**config.mk**
```make
export PLATFORM = sky130hd
export DESIGN_NAME = mmio_timer
export DESIGN_NICKNAME = d
export VERILOG_FILES = /design/src/rtl/timer_pkg.sv /design/src/rtl/timer_prescaler.sv /design/src/rtl/mmio_timer.sv
export SDC_FILE = /design/constraint.sdc
export NUM_CORES = 1
export LEC_CHECK = 0
export ABC_CLOCK_PERIOD_IN_PS = 4800
export BUFFER_PORTS_ARGS = -buffer_cell sky130_fd_sc_hd__buf_4
export CAP_MARGIN = 30
export CORE_MARGIN = 3
export CORE_UTILIZATION = 61
export DETAILED_ROUTE_END_ITERATION = 7
export PLACE_DENSITY = 0.82
export SYNTH_ARGS = -nofsm -noshare
export SYNTH_HDL_FRONTEND = slang
export SYNTH_SLANG_ARGS = --single-unit
```
**constraint.sdc**
```tcl
create_clock -name clk -period 4.8 [get_ports clk]
set_input_delay 0.48 -clock clk [delete_from_list [all_inputs] [get_ports clk]]
set_output_delay 0.48 -clock clk [all_outputs]
set_load 0.03 [all_outputs]
```
**src/rtl/timer_pkg.sv**
```systemverilog
//------------------------------------------------------------------------------
// Module  : timer_pkg
// Purpose : Shared definitions for the memory-mapped timer: register offsets,
//           CTRL/STATUS bit positions and the timer state encoding.
// Ports   : none (package)
// Revision: 1.0 - initial release
//------------------------------------------------------------------------------
`default_nettype none

package timer_pkg;

    // Word offsets within the 16-byte window (dataadr[3:2])
    localparam logic [1:0] OFF_CTRL    = 2'd0;
    localparam logic [1:0] OFF_COUNT   = 2'd1;
    localparam logic [1:0] OFF_COMPARE = 2'd2;
    localparam logic [1:0] OFF_STATUS  = 2'd3;

    // CTRL bit positions
    localparam int CTRL_EN      = 0;
    localparam int CTRL_AUTO    = 1;
    localparam int CTRL_IRQ_EN  = 2;
    localparam int CTRL_PRE_LSB = 8;

    // STATUS bit positions
    localparam int STATUS_MATCH  = 0;
    localparam int STATUS_WRAP   = 1;
    localparam int STATUS_ST_LSB = 2;

    typedef enum logic [1:0] {
        ST_IDLE = 2'd0,
        ST_RUN  = 2'd1,
        ST_DONE = 2'd2
    } tstate_t;

endpackage

`default_nettype wire

```
**src/rtl/timer_prescaler.sv**
```systemverilog
//------------------------------------------------------------------------------
// Module  : timer_prescaler
// Purpose : Clock divider for the timer. Counts 0..prescale while enabled and
//           emits a one-cycle tick on the cycle the count equals prescale.
// Ports   : clk, reset (async, active-high), clr (synchronous clear),
//           en (count enable), prescale (terminal value), tick (pulse out)
// Revision: 1.0 - initial release
//------------------------------------------------------------------------------
`default_nettype none

module timer_prescaler #(
    parameter int PRE_W = 8
) (
    input  logic             clk,
    input  logic             reset,
    input  logic             clr,
    input  logic             en,
    input  logic [PRE_W-1:0] prescale,
    output logic             tick
);

    logic [PRE_W-1:0] pre_q;
    logic [PRE_W-1:0] pre_d;

    assign tick = en && (pre_q == prescale);

    // clr has priority so a fresh start always begins a full period
    always_comb begin
        pre_d = pre_q;
        if (clr) begin
            pre_d = '0;
        end else if (en) begin
            pre_d = tick ? '0 : pre_q + 1'b1;
        end
    end

    always_ff @(posedge clk or posedge reset) begin
        if (reset) begin
            pre_q <= '0;
        end else begin
            pre_q <= pre_d;
        end
    end

endmodule

`default_nettype wire

```
**src/rtl/mmio_timer.sv**
```systemverilog
//------------------------------------------------------------------------------
// Module  : mmio_timer
// Purpose : Memory-mapped timer/counter on the data bus. Prescaled 32-bit
//           up-counter with compare match, one-shot / auto-reload modes and a
//           registered level interrupt.
// Ports   : clk, reset (async, active-high)
//           memwrite, dataadr[31:0], writedata[31:0]  - bus request from core
//           readdata[31:0] - selected register (0 when not hit)
//           hit            - address falls in this block's window
//           irq            - STATUS.MATCH & CTRL.IRQ_EN, registered
// Revision: 1.0 - initial release
//------------------------------------------------------------------------------
`default_nettype none

module mmio_timer
    import timer_pkg::*;
#(
    parameter logic [31:0] BASE  = 32'h0000_0080,
    parameter int          PRE_W = 8
) (
    input  logic        clk,
    input  logic        reset,
    input  logic        memwrite,
    input  logic [31:0] dataadr,
    input  logic [31:0] writedata,
    output logic [31:0] readdata,
    output logic        hit,
    output logic        irq
);

    tstate_t           state_q, state_d;
    logic              en_q, en_d;
    logic              auto_q, auto_d;
    logic              irq_en_q, irq_en_d;
    logic [PRE_W-1:0]  prescale_q, prescale_d;
    logic [31:0]       count_q, count_d;
    logic [31:0]       compare_q, compare_d;
    logic              match_q, match_d;
    logic              wrap_q, wrap_d;
    logic              irq_q, irq_d;

    logic [1:0]        w_off;
    logic              w_wr;
    logic              w_clr;
    logic              w_tick;
    logic              w_set_match;
    logic              w_set_wrap;
    logic              w_unused_adr;

    assign hit          = (dataadr[31:4] == BASE[31:4]);
    assign w_off        = dataadr[3:2];
    assign w_wr         = memwrite && hit;
    assign w_unused_adr = ^dataadr[1:0];

    // Prescaler restarts only when entering RUN; an EN=1 write while already
    // running leaves the current period untouched.
    assign w_clr = w_wr && (w_off == OFF_CTRL) && writedata[CTRL_EN]
                   && (state_q != ST_RUN);

    timer_prescaler #(
        .PRE_W (PRE_W)
    ) u_prescaler (
        .clk      (clk),
        .reset    (reset),
        .clr      (w_clr),
        .en       (state_q == ST_RUN),
        .prescale (prescale_q),
        .tick     (w_tick)
    );

    // Next-state: tick effects first, then software writes override the
    // fields they touch (COUNT write beats increment, CTRL write decides state).
    always_comb begin
        state_d     = state_q;
        en_d        = en_q;
        auto_d      = auto_q;
        irq_en_d    = irq_en_q;
        prescale_d  = prescale_q;
        count_d     = count_q;
        compare_d   = compare_q;
        w_set_match = 1'b0;
        w_set_wrap  = 1'b0;

        if (w_tick) begin
            if (count_q == compare_q) begin
                w_set_match = 1'b1;
                if (auto_q) begin
                    count_d = '0;
                end else begin
                    state_d = ST_DONE;
                    en_d    = 1'b0;
                end
            end else begin
                count_d    = count_q + 32'd1;
                w_set_wrap = (count_q == 32'hFFFF_FFFF);
            end
        end

        // Sticky flags: W1C is applied before the OR so a same-edge set wins
        match_d = match_q;
        wrap_d  = wrap_q;
        if (w_wr && (w_off == OFF_STATUS)) begin
            match_d = match_q & ~writedata[STATUS_MATCH];
            wrap_d  = wrap_q  & ~writedata[STATUS_WRAP];
        end
        match_d = match_d | w_set_match;
        wrap_d  = wrap_d  | w_set_wrap;

        if (w_wr && (w_off == OFF_COUNT)) begin
            count_d = writedata;
        end
        if (w_wr && (w_off == OFF_COMPARE)) begin
            compare_d = writedata;
        end
        if (w_wr && (w_off == OFF_CTRL)) begin
            en_d       = writedata[CTRL_EN];
            auto_d     = writedata[CTRL_AUTO];
            irq_en_d   = writedata[CTRL_IRQ_EN];
            prescale_d = writedata[CTRL_PRE_LSB +: PRE_W];
            state_d    = writedata[CTRL_EN] ? ST_RUN : ST_IDLE;
        end

        irq_d = match_q & irq_en_q;
    end

    always_ff @(posedge clk or posedge reset) begin
        if (reset) begin
            state_q    <= ST_IDLE;
            en_q       <= 1'b0;
            auto_q     <= 1'b0;
            irq_en_q   <= 1'b0;
            prescale_q <= '0;
            count_q    <= '0;
            compare_q  <= '0;
            match_q    <= 1'b0;
            wrap_q     <= 1'b0;
            irq_q      <= 1'b0;
        end else begin
            state_q    <= state_d;
            en_q       <= en_d;
            auto_q     <= auto_d;
            irq_en_q   <= irq_en_d;
            prescale_q <= prescale_d;
            count_q    <= count_d;
            compare_q  <= compare_d;
            match_q    <= match_d;
            wrap_q     <= wrap_d;
            irq_q      <= irq_d;
        end
    end

    assign irq = irq_q;

    always_comb begin
        readdata = '0;
        if (hit) begin
            case (w_off)
                OFF_CTRL: begin
                    readdata[CTRL_EN]                   = en_q;
                    readdata[CTRL_AUTO]                 = auto_q;
                    readdata[CTRL_IRQ_EN]               = irq_en_q;
                    readdata[CTRL_PRE_LSB +: PRE_W]     = prescale_q;
                end
                OFF_COUNT:   readdata = count_q;
                OFF_COMPARE: readdata = compare_q;
                default: begin
                    readdata[STATUS_MATCH]              = match_q;
                    readdata[STATUS_WRAP]               = wrap_q;
                    readdata[STATUS_ST_LSB +: 2]        = state_q;
                end
            endcase
        end
    end

endmodule

`default_nettype wire

```
**Yosys cells after proc, flatten, opt, wreduce, memory -nomap -nowiden**

Cells that the tools add are included.

- Add/sub/neg operators: 2
- Equality and inequality tests: 11
- Mux-type cells: 28
- Bitwise operators: 7
- Reductions and logical operators: 15

Operators with widths:

| cell | number |
|---|---|
| $mux W32 | 5 |
| $add A32 B1 Y32 const B | 1 |
| $eq A32 B32 Y1 | 1 |
| $eq A32 B32 Y1 const B | 1 |
| $pmux W16 S2 | 1 |
| $eq A28 B4 Y1 const B | 1 |
| $mux W8 | 3 |
| $pmux W8 S3 | 1 |
| $mux W1 | 11 |
| $pmux W3 S3 | 1 |
| $add A8 B1 Y8 const B | 1 |
| $eq A8 B8 Y1 | 1 |
| $logic_and A1 B1 Y1 | 8 |
| $mux W2 | 4 |
| $pmux W4 S2 | 1 |
| $reduce_bool A2 Y1 | 4 |
| $eq A2 B1 Y1 const B | 2 |
| $eq A2 B2 Y1 const B | 2 |
| $ne A2 B1 Y1 const B | 2 |
| $and A1 B1 Y1 | 3 |
| $ne A3 B2 Y1 const B | 1 |
| $pmux W1 S3 | 1 |
| $reduce_and A3 Y1 | 1 |
| $logic_not A2 Y1 | 1 |
| other kinds (3) | 5 |

- Register bits: 88
- Bits of input ports: 67
- Output and inout port bits: 34
- Logic and storage cells: 74

**Logic depth before layout (Yosys ltp)**

Gate-level depths: netlist of run 1.

- Word-level depth: 6
- Depth in mapped cells: 9
- Depth with buffers taken out: 7

**Hierarchy**

Synthesis of run 1 repeated with hierarchy kept, for this count alone.

- Cell total of the unflattened synthesis: 685
- Area, all modules: 6140.9 µm²

Modules (own cells, without submodules):

| module | times used | cells an instance | area an instance (µm²) | seq. area each (µm²) |
|---|---|---|---|---|
| mmio_timer | 1 | 632 | 5630.4 | 1976.9 |
| timer_prescaler | 1 | 53 | 510.5 | 200.2 |

**Worst setup path before layout of run 1**

OpenSTA, ideal clock, no wires.

- Path kind: input port to output port
- Start: input dataadr[20]
- End: output readdata[16]
- Arrival: 2.204 ns
- Data required time: 4.320 ns
- Slack: 2.116 ns
- Stages on the path: 7
- Buffers on the path: 1
- Cell sequence: nor4_1 nand3_1 or2_1 inv_1 nand2_1 clkbuf_1 nor2_1

- Cells in the longest elaborated chain, start to end: 2

Ends and longest elaborated chain:

| what | line | source |
|---|---|---|
| from (decl) | mmio_timer.sv:24 | `input logic [31:0] dataadr,` |
| $eq A28 B4 Y1 | mmio_timer.sv:50 | `assign hit = (dataadr[31:4] == BASE[31:4]);` |
| named net hit | mmio_timer.sv:27 | `output logic hit,` |
| $mux W32 | mmio_timer.sv:156 | `if (hit) begin` |
| to (decl) | mmio_timer.sv:26 | `output logic [31:0] readdata,` |

The timed path passes the listed nets, and every way through them passes these cells.

**Worst setup path after layout of run 1**

- Start: input dataadr[20]
- End: output readdata[30]

- Cells in the longest elaborated chain, start to end: 2

Ends and longest elaborated chain:

| what | line |
|---|---|
| $eq A28 B4 Y1 | mmio_timer.sv:50 |
| $mux W32 | mmio_timer.sv:156 |

Every way passes these cells.

==> results of run 1 <==
==> metrics by stage <==
stage / instances / power, mW
floorplan: 663 / 0.784
global placement: 837 / 0.845
detailed placement: 837 / 0.848
CTS: 852 / 1.41
global route: 852 / 1.46
finish: 852 / 1.41
==> metal layers <==
layer	track usage (%)	up-vias	part of all wire (%)
met1	43.8	2670	42
li1	-	2557	-
met3	7.46	47	10
met5	0	-	0
met2	48.1	349	45
met4	11.0	0	2.8
==> worst max-delay path by stage <==
stage | start | to | slack [ns]
after detailed placement | dataadr[2] | u_prescaler.pre_q[0]$_DFFE_PP0P_ | 1.67
after CTS | dataadr[20] | readdata[30] | 1.79
after floorplan | reset | auto_q$_DFFE_PP0P_ | 2.07
after global routing | dataadr[9] | readdata[5] | 1.57
after global placement | dataadr[2] | u_prescaler.pre_q[0]$_DFFE_PP0P_ | 1.77
final | dataadr[20] | readdata[30] | 1.75
==> state kept, by name, indices dropped and copies added, names as in the netlist, 8 cells and up <==
name and count:
count_q 32, u_prescaler.pre_q 8, prescale_q 8, compare_q 32
==> power by group through the flow <==
stage | Sequential, mW | Clock [mW] | Combinational, mW
4_1_cts | 0.732 | 0.582 | 0.101
2_1_floorplan | 0.747 | 0 | 0.0374
3_3_place_gp | 0.747 | 0 | 0.0982
3_5_place_dp | 0.747 | 0 | 0.101
6_report | 0.732 | 0.575 | 0.102
5_1_grt | 0.732 | 0.614 | 0.111
==> worst max-delay path: stages <==
cell,delay [ns]
buf_4,0.11
nor4_1,0.35
nand3_1,0.20
or2_1,0.32
inv_1,0.14
nand2_1,0.47
nor2_1,0.29
buf_4,0.19
==> cells in the final DEF, fill, tap and decap left out, drive strengths merged, types with 10 or more instances in the layout <==
cell type	instances
a21oi	59
a222oi	11
a22oi	23
buf	109
clkbuf	10
dfrtp	87
inv	16
mux2	40
nand2	43
nand2b	10
nand3	19
nand4	12
nor2	58
nor4	26
o21ai	32
o22a	15
o31ai	12
or3	13
or4	10
xor2	42
==> logic make-up after synthesis <==
| kind of cell | after synthesis |
|---|---|
| muxes | 40 |
| buffers and inverters | 78 |
| DFF | 87 |
| adders and majority gates | 7 |
| xor gates and xnor gates | 44 |
| and+or+nand+nor | 223 |
| AOI/OAI and AO/OA | 184 |
==> area by class of cell <==
| type | count | area, um^2 | share of cell area [%] |
|---|---|---|---|
| clock buffer | 10 | 138 | 2.04 |
| sequential | 87 | 2180 | 32.2 |
| tap | 126 | 158 | 2.34 |
| timing repair buffer | 109 | 818 | 12.1 |
| clock inverter | 5 | 82.6 | 1.22 |
| multi-input combinational | 498 | 3310 | 49.1 |
| inverter | 17 | 65.1 | 0.964 |
==> run summary, run 1 <==
Syn_nets = 737
Setup crit end kind = output pin
WHS = 0.243 ns
Startpoint types = primary input
# IOs = 101
Gate power share = 7.2%
Dpl cell area = 6530 um^2
Clk buf depth = 2
Antenna violations before repair = 0
Relative slew slack = 26.6%
Die H = 104 um
Post-layout instance area = 6750 um^2
Routed WL = 16800 um
Cell taking the most area after synthesis = dfrtp_1
Gpl congestion = 0.946
Seq cells post-synth = 87
CTS H-Tree Depth = 3
Worst reg-to-reg setup slack = 1.90 ns
First-pass DRT Iterations = 8
Mux contribution to synthesized area = 7.76%
Top cells by count, synth = dfrtp_1, a21oi_1, nor2_1
Clk_skew = 0.00999 ns
Final Util = 75.2%
PwrDens = 209 nW/um^2
CTS root buffer = clkbuf_8
DP HPWL = 11700 um
Worst EP arrival = 2.57 ns
Die width = 104 um
Net Switching = 323 uW
Sw Ratio = 23.0%
Pre-CTS WS = 1.67 ns
Hold Path Class = primary input to async pin
First-pass GRT wire length = 27800 um
Worst setup margin = 1.75 ns
Final net count = 796
Status = complete, no violations
Clock network power share = 40.8%
DR iter-0 viols = 622
Asr flop ratio synth = 100%
Filler Cells Inserted = 679
Mapped Cells = 663
RSZ-0062 raised after global routing = false
Final worst path period need = 3.05 ns
Worst r2r src = u_prescaler.pre_q[5]$_DFFE_PP0P_
Unique masters post-synth = 49
Clock latency on the worst-skew pair = 0.37 ns
Post-CTS Setup Bufs = 0
F_max = 0.328 GHz
Synthesized area per cell = 8.76 um^2
Avg Vias per Cell = 6.60
Synth Area in Compound Gates = 21.0%
# rows = 34
P&R area growth vs syn = 16.3%
TNS Setup = 0 ns
Post-CTS Resized = 0
Die area = 10700 um^2
Crit share post-route = 63.5%
Synth top area share = 37.5%
Kind of critical path = primary input to output pin
Post-Synth XOR/XNOR Area = 6.64%
Worst r2r dst = count_q[7]$_DFFE_PP0P_
Layout cells sized above 1 = 24.2%
CTS Sinks = 87
Peak VDD IR = 0.168 mV
Adder-Cell Fraction of Synth Area = 1.51%
Clock-pin slew on the worst setup and hold paths = 0.09 ns
Sequential power share = 52.0%
ANT nets after route = 0
Final hold vios = 0
Int Pwr = 1.09 mW
Vias in the first global route = 5446
I/O Buffers = 98
Max Slew Vio Count = 0
Post-synth EDFFs = 0
Post-Synth Simple-Gate Area = 20.0%
Worst Path Required = 4.32 ns
R2R depth = 7
Grt ovf = 0
Hold buffers post-CTS = 0
Final setup fails = 0
Vias = 5623
Critical path peak fanout = 20
Number of diodes = 0
Top cells by area, synth = dfrtp_1, mux2_2, xor2_1
Core box area = 8980 um^2
Most common cell in the netlist = dfrtp_1
Worst-Margin Slew = 1.10 ns
Max_cap viols = 0
GRT Total Usage = 31.3%
CTS Buf Count = 9
WL per Instance = 19.7 um
Initial core utilization = 64.7%
# DRC = 0
Leakage dissipation = 3.13 nW
Yosys warns = 0
Largest family of logic cells by synthesized area = compound AO/OA/AOI/OAI gates
Post-Syn Area = 5810 um^2
CTS tree = built
Pin count of the biggest net entering global routing = 47
Sequential area share after synthesis = 37.5%
Main synth FF type = dfrtp_1
No activity file was read; power rests on OpenSTA's default activity.
==> run 2: changes to the inputs <==
--- a/config.mk
+++ b/config.mk
@@ -5,13 +5,13 @@
 export SDC_FILE = /design/constraint.sdc
 export NUM_CORES = 1
 export LEC_CHECK = 0
-export ABC_CLOCK_PERIOD_IN_PS = 4800
+export ABC_CLOCK_PERIOD_IN_PS = 3150
 export BUFFER_PORTS_ARGS = -buffer_cell sky130_fd_sc_hd__buf_4
 export CAP_MARGIN = 30
 export CORE_MARGIN = 3
-export CORE_UTILIZATION = 61
+export CORE_UTILIZATION = 57
 export DETAILED_ROUTE_END_ITERATION = 7
-export PLACE_DENSITY = 0.82
+export PLACE_DENSITY = 0.77
 export SYNTH_ARGS = -nofsm -noshare
 export SYNTH_HDL_FRONTEND = slang
 export SYNTH_SLANG_ARGS = --single-unit
==> constraint.sdc (replaced) <==
create_clock -name clk -period 3.15 [get_ports clk]
set_input_delay 0.315 -clock clk [delete_from_list [all_inputs] [get_ports clk]]
set_output_delay 0.315 -clock clk [all_outputs]
set_load 0.03 [all_outputs]
==> run 2 against run 1 <==
  * Sequential share of layout area shrank 0.65 points
  * Clock skew is essentially flat
  * First-iteration DRC count grew 9.2%
  * Combinational power grew 58%
  * Via count grew 0.85%
  * Routed wire length grew 3.2%
  * Die area grew 6.6%
  * Sequential power grew 53%
  * Non-clock buffer count grew 17
==> run summary, run 2 (synthesis results as in run 1) <==
Setup crit end kind = flop
CTS Sinks = 87 (unchanged)
Post-CTS Resized = 0 (unchanged)
Final setup fails = 0 (unchanged)
Final net count = 813 (+2.1%)
CTS H-Tree Depth = 3 (unchanged)
Avg Vias per Cell = 6.47 (-2.0%)
Int Pwr = 1.63 mW (+50%)
Clock-pin slew on the worst setup and hold paths = 0.09 ns (about the same)
Number of diodes = 0 (unchanged)
Vias = 5671 (+0.85%)
Worst Path Required = 3.41 ns (-0.91 ns)
WL per Instance = 19.7 um (+0.27%)
Worst EP arrival = 3.01 ns (+0.44 ns)
F_max = 0.363 GHz
Critical path peak fanout = 20 (unchanged)
Layout cells sized above 1 = 25.8% (+1.6 points)
R2R depth = 7 (unchanged)
Critical Path Stages = 7 (-1)
Relative slew slack = 41.8% (+15 points)
Die width = 107 um (+3.2%)
PwrDens = 306 nW/um^2 (+47%)
DR iter-0 viols = 679 (+9.2%)
Crit path cell chain = xor2_1, nor4_1, and4_1, nand2_1, buf_4, a41o_1, o22a_1
CTS root buffer = clkbuf_8
# rows = 36 (+5.9%)
Net Switching = 483 uW (+49%)
Worst setup path start = count_q[22]$_DFFE_PP0P_
Biggest regs = compare_q x32, count_q x32
Startpoint types = flop
Crit share post-route = 87.4%
Worst path slowest cell = nor4_1
Critical Path End = count_q[13]$_DFFE_PP0P_
Max Slew Vio Count = 0 (unchanged)
I/O Buffers = 98 (unchanged)
Worst r2r dst = count_q[13]$_DFFE_PP0P_
Final worst path period need = 2.75 ns
Clock latency on the worst-skew pair = 0.36 ns (about the same)
CTS tree = built
FF+latch area = 2180 um^2 (unchanged)
Worst-Margin Slew = 0.872 ns (-0.229 ns)
Hold Path Class = primary input to async pin
First-pass GRT wire length = 27800 um (+0.32%)
Hold buffers post-CTS = 0 (unchanged)
Max_cap viols = 0 (unchanged)
Gpl congestion = 0.970 (+2.5%)
Die area = 11400 um^2 (+6.6%)
Kind of critical path = flop to flop
ANT nets after route = 0 (unchanged)
Initial core utilization = 59.1% (-5.6 points)
CTS Buf Count = 9 (unchanged)
Die H = 107 um (+3.2%)
DP HPWL = 12200 um (+4.5%)
Routed WL = 17300 um (+3.2%)
Final Util = 70.2% (-5.0 points)
Filler Cells Inserted = 829 (+22%)
GRT Total Usage = 30.7% (-0.66 points)
Commonest cells after routing, fill and taps aside = buf_4, dfrtp_1, a21oi_1, nor2_1, nand2_1
# IOs = 101 (unchanged)
RSZ-0062 raised after global routing = false
Worst path max stage delay = 0.60 ns (+0.13 ns)
Multi-input logic area = 3310 um^2 (unchanged)
Clock network power share = 39.5% (-1.3 points)
Status = complete, no violations
CP Buf/Inv Count = 1 (-2)
Sequential power share = 52.9% (+0.9 points)
Sw Ratio = 22.9% (-0.070 points)
# DRC = 0 (unchanged)
Clk_skew = 0.00964 ns (-0.000349 ns)
Vias in the first global route = 5590 (+2.6%)
Worst r2r src = count_q[22]$_DFFE_PP0P_
Leakage dissipation = 3.21 nW (+2.5%)
Clk buf depth = 2 (unchanged)
Critical path's top delay family = simple AND/OR/NAND/NOR gates
Core box area = 9820 um^2 (+9.4%)
Grt ovf = 0 (unchanged)
TNS Setup = 0 ns (unchanged)
Peak VDD IR = 0.235 mV (+40%)
Most common cell after layout, fill and taps aside = buf_4
First-pass DRT Iterations = 7 (-1)
Post-CTS Setup Bufs = 0 (unchanged)
Gate power share = 7.6% (+0.4 points)
Worst reg-to-reg setup slack = 0.40 ns (-1.50 ns)
Pin count of the biggest net entering global routing = 53 (+13%)
Antenna violations before repair = 0 (unchanged)
Final hold vios = 0 (unchanged)
P&R area growth vs syn = 18.7%
run 2: cell types whose count changed in the layout (fill, tap and decap cells not counted), sizes merged:
cell,change
clkinv,-3
clkbuf,+4
clkinvlp,+1
buf,+17
bufinv,-1
run 2: worst register-to-register path, stage by stage (launching register included):
cell	delay [ns]
dfrtp_1	0.48
xor2_1	0.20
nor4_1	0.60
and4_1	0.36
nand2_1	0.29
buf_4	0.33
a41o_1	0.25
o22a_1	0.15
run 2: layout make-up:
class,count,share of cell area (%)
Timing Repair Buffer,126,13.9
Clock buffer,14,2.51
Inverter,17,0.944
Sequential cell,87,31.6
Clock inverter,2,0.545
Multi-Input combinational cell,498,48.1
Tap cell,133,2.42
run 2: per-layer routing:
layer	vias to the layer above	part of all wire (%)	GRT usage [%]
met2	308	46	49.0
met3	48	9.8	5.66
met4	0	2.8	12.1
met5	-	0	0
li1	2590	-	-
met1	2725	41	41.6
run 2: stage by stage:
stage | worst slack, ns | hold slack (ns) | instances | total power, mW | area, um^2
detailed placement | 0.509 | 0.522 | 861 | 1.30 | 6680
global placement | 0.544 | 0.494 | 861 | 1.30 | 6680
finish | 0.398 | 0.0970 | 877 | 2.11 | 6890
global route | 0.274 | 0.159 | 877 | 2.18 | 6890
CTS | 0.492 | 0.134 | 877 | 2.11 | 6890
floorplan | 0.585 | 0.463 | 663 | 1.20 | 5810
run 2: how the worst min path moves through the flow:
| stage | slack (ns) | cells past startpoint | startpoint | endpoint |
|---|---|---|---|---|
| after CTS | 0.13 | 2 | reset | irq$_DFF_PP0_ |
| after global placement | 0.49 | 1 | state_q[1]$_DFFE_PP0P_ | state_q[1]$_DFFE_PP0P_ |
| after detailed placement | 0.52 | 2 | reset | irq$_DFF_PP0_ |
| after global routing | 0.16 | 2 | reset | u_prescaler.pre_q[5]$_DFFE_PP0P_ |
| after floorplan | 0.46 | 1 | writedata[13] | count_q[13]$_DFFE_PP0P_ |
| final | 0.1 | 2 | reset | u_prescaler.pre_q[3]$_DFFE_PP0P_ |
run 2: power by group through the flow:
stage	sequential [mW]	combinational [mW]	clock (mW)
after floorplan	1.14	0.0570	0
after detailed placement	1.14	0.160	0
after global routing	1.12	0.175	0.886
final	1.12	0.161	0.833
after CTS	1.12	0.160	0.838
after global placement	1.14	0.157	0
==> run 3: changes to the inputs <==
--- a/config.mk
+++ b/config.mk
@@ -5,13 +5,15 @@
 export SDC_FILE = /design/constraint.sdc
 export NUM_CORES = 1
 export LEC_CHECK = 0
+export ABC_AREA = 0
 export ABC_CLOCK_PERIOD_IN_PS = 3150
-export BUFFER_PORTS_ARGS = -buffer_cell sky130_fd_sc_hd__buf_4
+export BUFFER_PORTS_ARGS = -buffer_cell sky130_fd_sc_hd__clkbuf_2
 export CAP_MARGIN = 30
 export CORE_MARGIN = 3
-export CORE_UTILIZATION = 57
+export CORE_UTILIZATION = 58
 export DETAILED_ROUTE_END_ITERATION = 7
-export PLACE_DENSITY = 0.77
+export PLACE_DENSITY = 0.78
 export SYNTH_ARGS = -nofsm -noshare
 export SYNTH_HDL_FRONTEND = slang
+export SYNTH_HIERARCHICAL = 1
 export SYNTH_SLANG_ARGS = --single-unit
==> run 3 against run 2 <==
  * Synthesized area rose by 5.8%
  * Sequential share of layout area is 0.33 points higher
  * Die area up 3.7%
  * Non-clock buffer count shrank 3
  * Combinational power down 16%
  * Worst setup slack improved by 0.20 ns
  * Largest power group unchanged
  * Sequential cell count is the same
  * Sequential power is essentially flat
  * Critical path type unchanged
==> run summary, run 3 <==
Status = complete, no violations
CTS Buf Count = 9 (unchanged)
Grt ovf = 0 (unchanged)
DR iter-0 viols = 563 (-17%)
Crit share post-route = 81.1% (-6.3 points)
TNS Setup = 0 ns (unchanged)
P&R area growth vs syn = 11.0%
Clk buf depth = 2 (unchanged)
Max Slew Vio Count = 0 (unchanged)
Final Util = 67.9% (-2.3 points)
Cell taking the most area after synthesis = dfrtp_1
Seq cells post-synth = 87 (unchanged)
# rows = 36 (unchanged)
Leakage dissipation = 3.19 nW (-0.65%)
Worst EP arrival = 2.85 ns (-0.16 ns)
Startpoint types = flop
Gpl congestion = 0.966 (-0.39%)
Clock latency on the worst-skew pair = 0.38 ns (+0.02 ns)
Max_cap viols = 0 (unchanged)
F_max = 0.391 GHz (+7.7%)
Met3 routed WL = 1170 um (-31%)
CTS Sinks = 87 (unchanged)
Worst r2r dst = count_q[1]$_DFFE_PP0P_
DP HPWL = 12400 um (+1.5%)
Synth top area share = 35.5% (-2.0 points)
Post-synth EDFFs = 0 (unchanged)
I/O Buffers = 98 (unchanged)
Total power = 2.08 mW (-1.3%)
Biggest regs = compare_q x32, count_q x32
R2R depth = 7 (unchanged)
Setup crit end kind = flop
# DRC = 0 (unchanged)
Dpl cell area = 6610 um^2 (-1.1%)
WHS = 0.152 ns (+0.0549 ns)
Pin count of the biggest net entering global routing = 39 (-26%)
ANT nets after route = 0 (unchanged)
Sequential area share after synthesis = 35.5% (-2.0 points)
Synthesized area per cell = 8.96 um^2 (+2.4%)
Crit path cell chain = xor2_1, nor4_2, nand4_1, nor2_1, buf_4, a31oi_1, a31oi_1
Top cells by area, synth = dfrtp_1, mux2_1, nor2_1
Most common cell after layout, fill and taps aside = clkbuf_2
CP Buf/Inv Count = 1 (unchanged)
Post-Syn Area = 6140 um^2 (+5.8%)
Post-CTS Setup Bufs = 0 (unchanged)
Number of diodes = 0 (unchanged)
Worst hold start = writedata[24]
Hold depth = 2
Multi-input logic area = 3520 um^2 (+6.1%)
First-pass DRT Iterations = 8 (+1)
# IOs = 101 (unchanged)
Worst-Margin Slew = 0.770 ns (-0.102 ns)
Core box area = 10000 um^2 (+2.3%)
Worst path max stage delay = 0.48 ns (-0.12 ns)
Commonest cells after routing, fill and taps aside = clkbuf_2, nor2_1, dfrtp_1, a21oi_1, nand2_1
Hold buffers post-CTS = 1 (+1)
GRT Total Usage = 29.8% (-0.92 points)
Antenna violations before repair = 0 (unchanged)
FF+latch area = 2180 um^2 (unchanged)
Layout cells sized above 1 = 23.6% (-2.2 points)
Critical path peak fanout = 7 (-65%)
Critical Path Stages = 7 (unchanged)
Routed WL = 17100 um (-1.1%)
CTS H-Tree Depth = 3 (unchanged)
Clk_skew = 0.0169 ns (+0.00729 ns)
Worst path slowest cell = nor2_1
Post-CTS Resized = 0 (unchanged)
WL met1 = 7270 um (+1.7%)
Asr flop ratio synth = 100% (unchanged)
Hold Path End = compare_q[24]$_DFFE_PP0P_
Mapped Cells = 685 (+3.3%)
Avg Vias per Cell = 6.45 (-0.27%)
CTS root buffer = clkbuf_8
Vias = 5746 (+1.3%)
Kind of critical path = flop to flop
Peak VDD IR = 0.197 mV (-16%)
Critical path's top delay family = simple AND/OR/NAND/NOR gates
Yosys warns = 6 (+6)
Worst Path Required = 3.45 ns (+0.04 ns)
Filler Cells Inserted = 828 (-0.12%)
Final worst path period need = 2.55 ns (-0.197 ns)
Worst r2r src = count_q[29]$_DFFE_PP0P_
First-pass GRT wire length = 27900 um (+0.37%)
Die width = 109 um (+1.8%)
PwrDens = 306 nW/um^2 (-0.25%)
Top cells by count, synth = dfrtp_1, nor2_1, a21oi_1
Initial core utilization = 61.1% (+2.0 points)
Die H = 109 um (+1.8%)
RSZ-0062 raised after global routing = false
CTS tree = built
Syn_nets = 759 (+3.0%)
WL per Instance = 19.2 um (-2.6%)
Final net count = 827 (+1.7%)
WL met2 = 8360 um (+4.7%)
Die area = 11900 um^2 (+3.7%)
Clock-pin slew on the worst setup and hold paths = 0.11 ns (+0.02 ns)
Final hold vios = 0 (unchanged)
Main synth FF type = dfrtp_1
Final setup fails = 0 (unchanged)
Worst reg-to-reg setup slack = 0.60 ns (+0.20 ns)
Highest routed layer = met4
Hold Path Class = primary input to flop
Relative slew slack = 48.4% (+6.5 points)
CP dominant cell by count = a31oi_1
Post-layout instance area = 6820 um^2 (-1.0%)
Vias in the first global route = 5619 (+0.52%)
Unique masters post-synth = 60 (+22%)
==> run 3: cell types whose count changed after synthesis, moves of 13 or more <==
cell and change:
nor2_1 +29, mux2_2 -22, nor4_1 -13, o22a_1 -15, clkbuf_1 -25, o21ai_0 -21, a31oi_1 +21, and4_1 +14
buf_2 +14, mux2_1 +32
==> run 3: how the worst max path moves through the flow <==
| stage | from | to |
|---|---|---|
| final | count_q[29]$_DFFE_PP0P_ | count_q[1]$_DFFE_PP0P_ |
| after global routing | count_q[27]$_DFFE_PP0P_ | count_q[20]$_DFFE_PP0P_ |
| after CTS | count_q[29]$_DFFE_PP0P_ | count_q[1]$_DFFE_PP0P_ |
| after detailed placement | dataadr[20] | u_prescaler/pre_q[3]$_DFFE_PP0P_ |
| after global placement | dataadr[20] | u_prescaler/pre_q[3]$_DFFE_PP0P_ |
| after floorplan | dataadr[20] | u_prescaler/pre_q[4]$_DFFE_PP0P_ |
==> run 3: kinds of logic (layout without fill, tap and decap cells) <==
kind of cell	after synthesis	in the layout	share of synthesized area [%]
DFF	87	87	35.5
xor gates and xnor gates	46	46	6.56
and+or+nand+nor	253	253	22.9
muxes	55	55	9.98
adders and majority gates	7	7	1.43
buffers and inverters	83	156	7.29
AOI/OAI and AO/OA	154	154	16.4
==> run 3: routing by layer <==
layer  track usage (%)  up-vias
met5                 0        -
met4              10.1        0
met3              3.61       37
met2              49.7      265
met1              40.1     2793
li1                  -     2651
==> run 3: metrics by stage <==
step	worst slack, ns	cells
final	0.596	891
after global routing	0.454	891
after CTS	0.664	891
after detailed placement	0.578	874
after global placement	0.634	873
after floorplan	0.726	685
==> run 3: area by class of cell <==
cell class                 count  share of cell area, %
clock buffer                   9                   1.82
clock inverter                 7                   1.14
inverter                      17                  0.954
multi-input combinational    515                   51.6
sequential                    87                   31.9
tap                          133                   2.44
timing repair buffer         123                   10.2
==> run 3: power by group <==
group	switching, mW	total [mW]	internal (mW)
combinational	0.0802	0.135	0.0552
clock	0.457	0.832	0.375
sequential	0.0000185	1.12	1.12
total	0.537	2.08	1.55
==> run 3: worst register-to-register path, delay by kind of cell (launching register included) <==
family	cells	cell delay, ns
AND/OR/NAND/NOR	3	1.24
flip-flops	1	0.47
AO/OA/AOI/OAI	2	0.31
buffers and inverters	1	0.25
XOR/XNOR	1	0.21
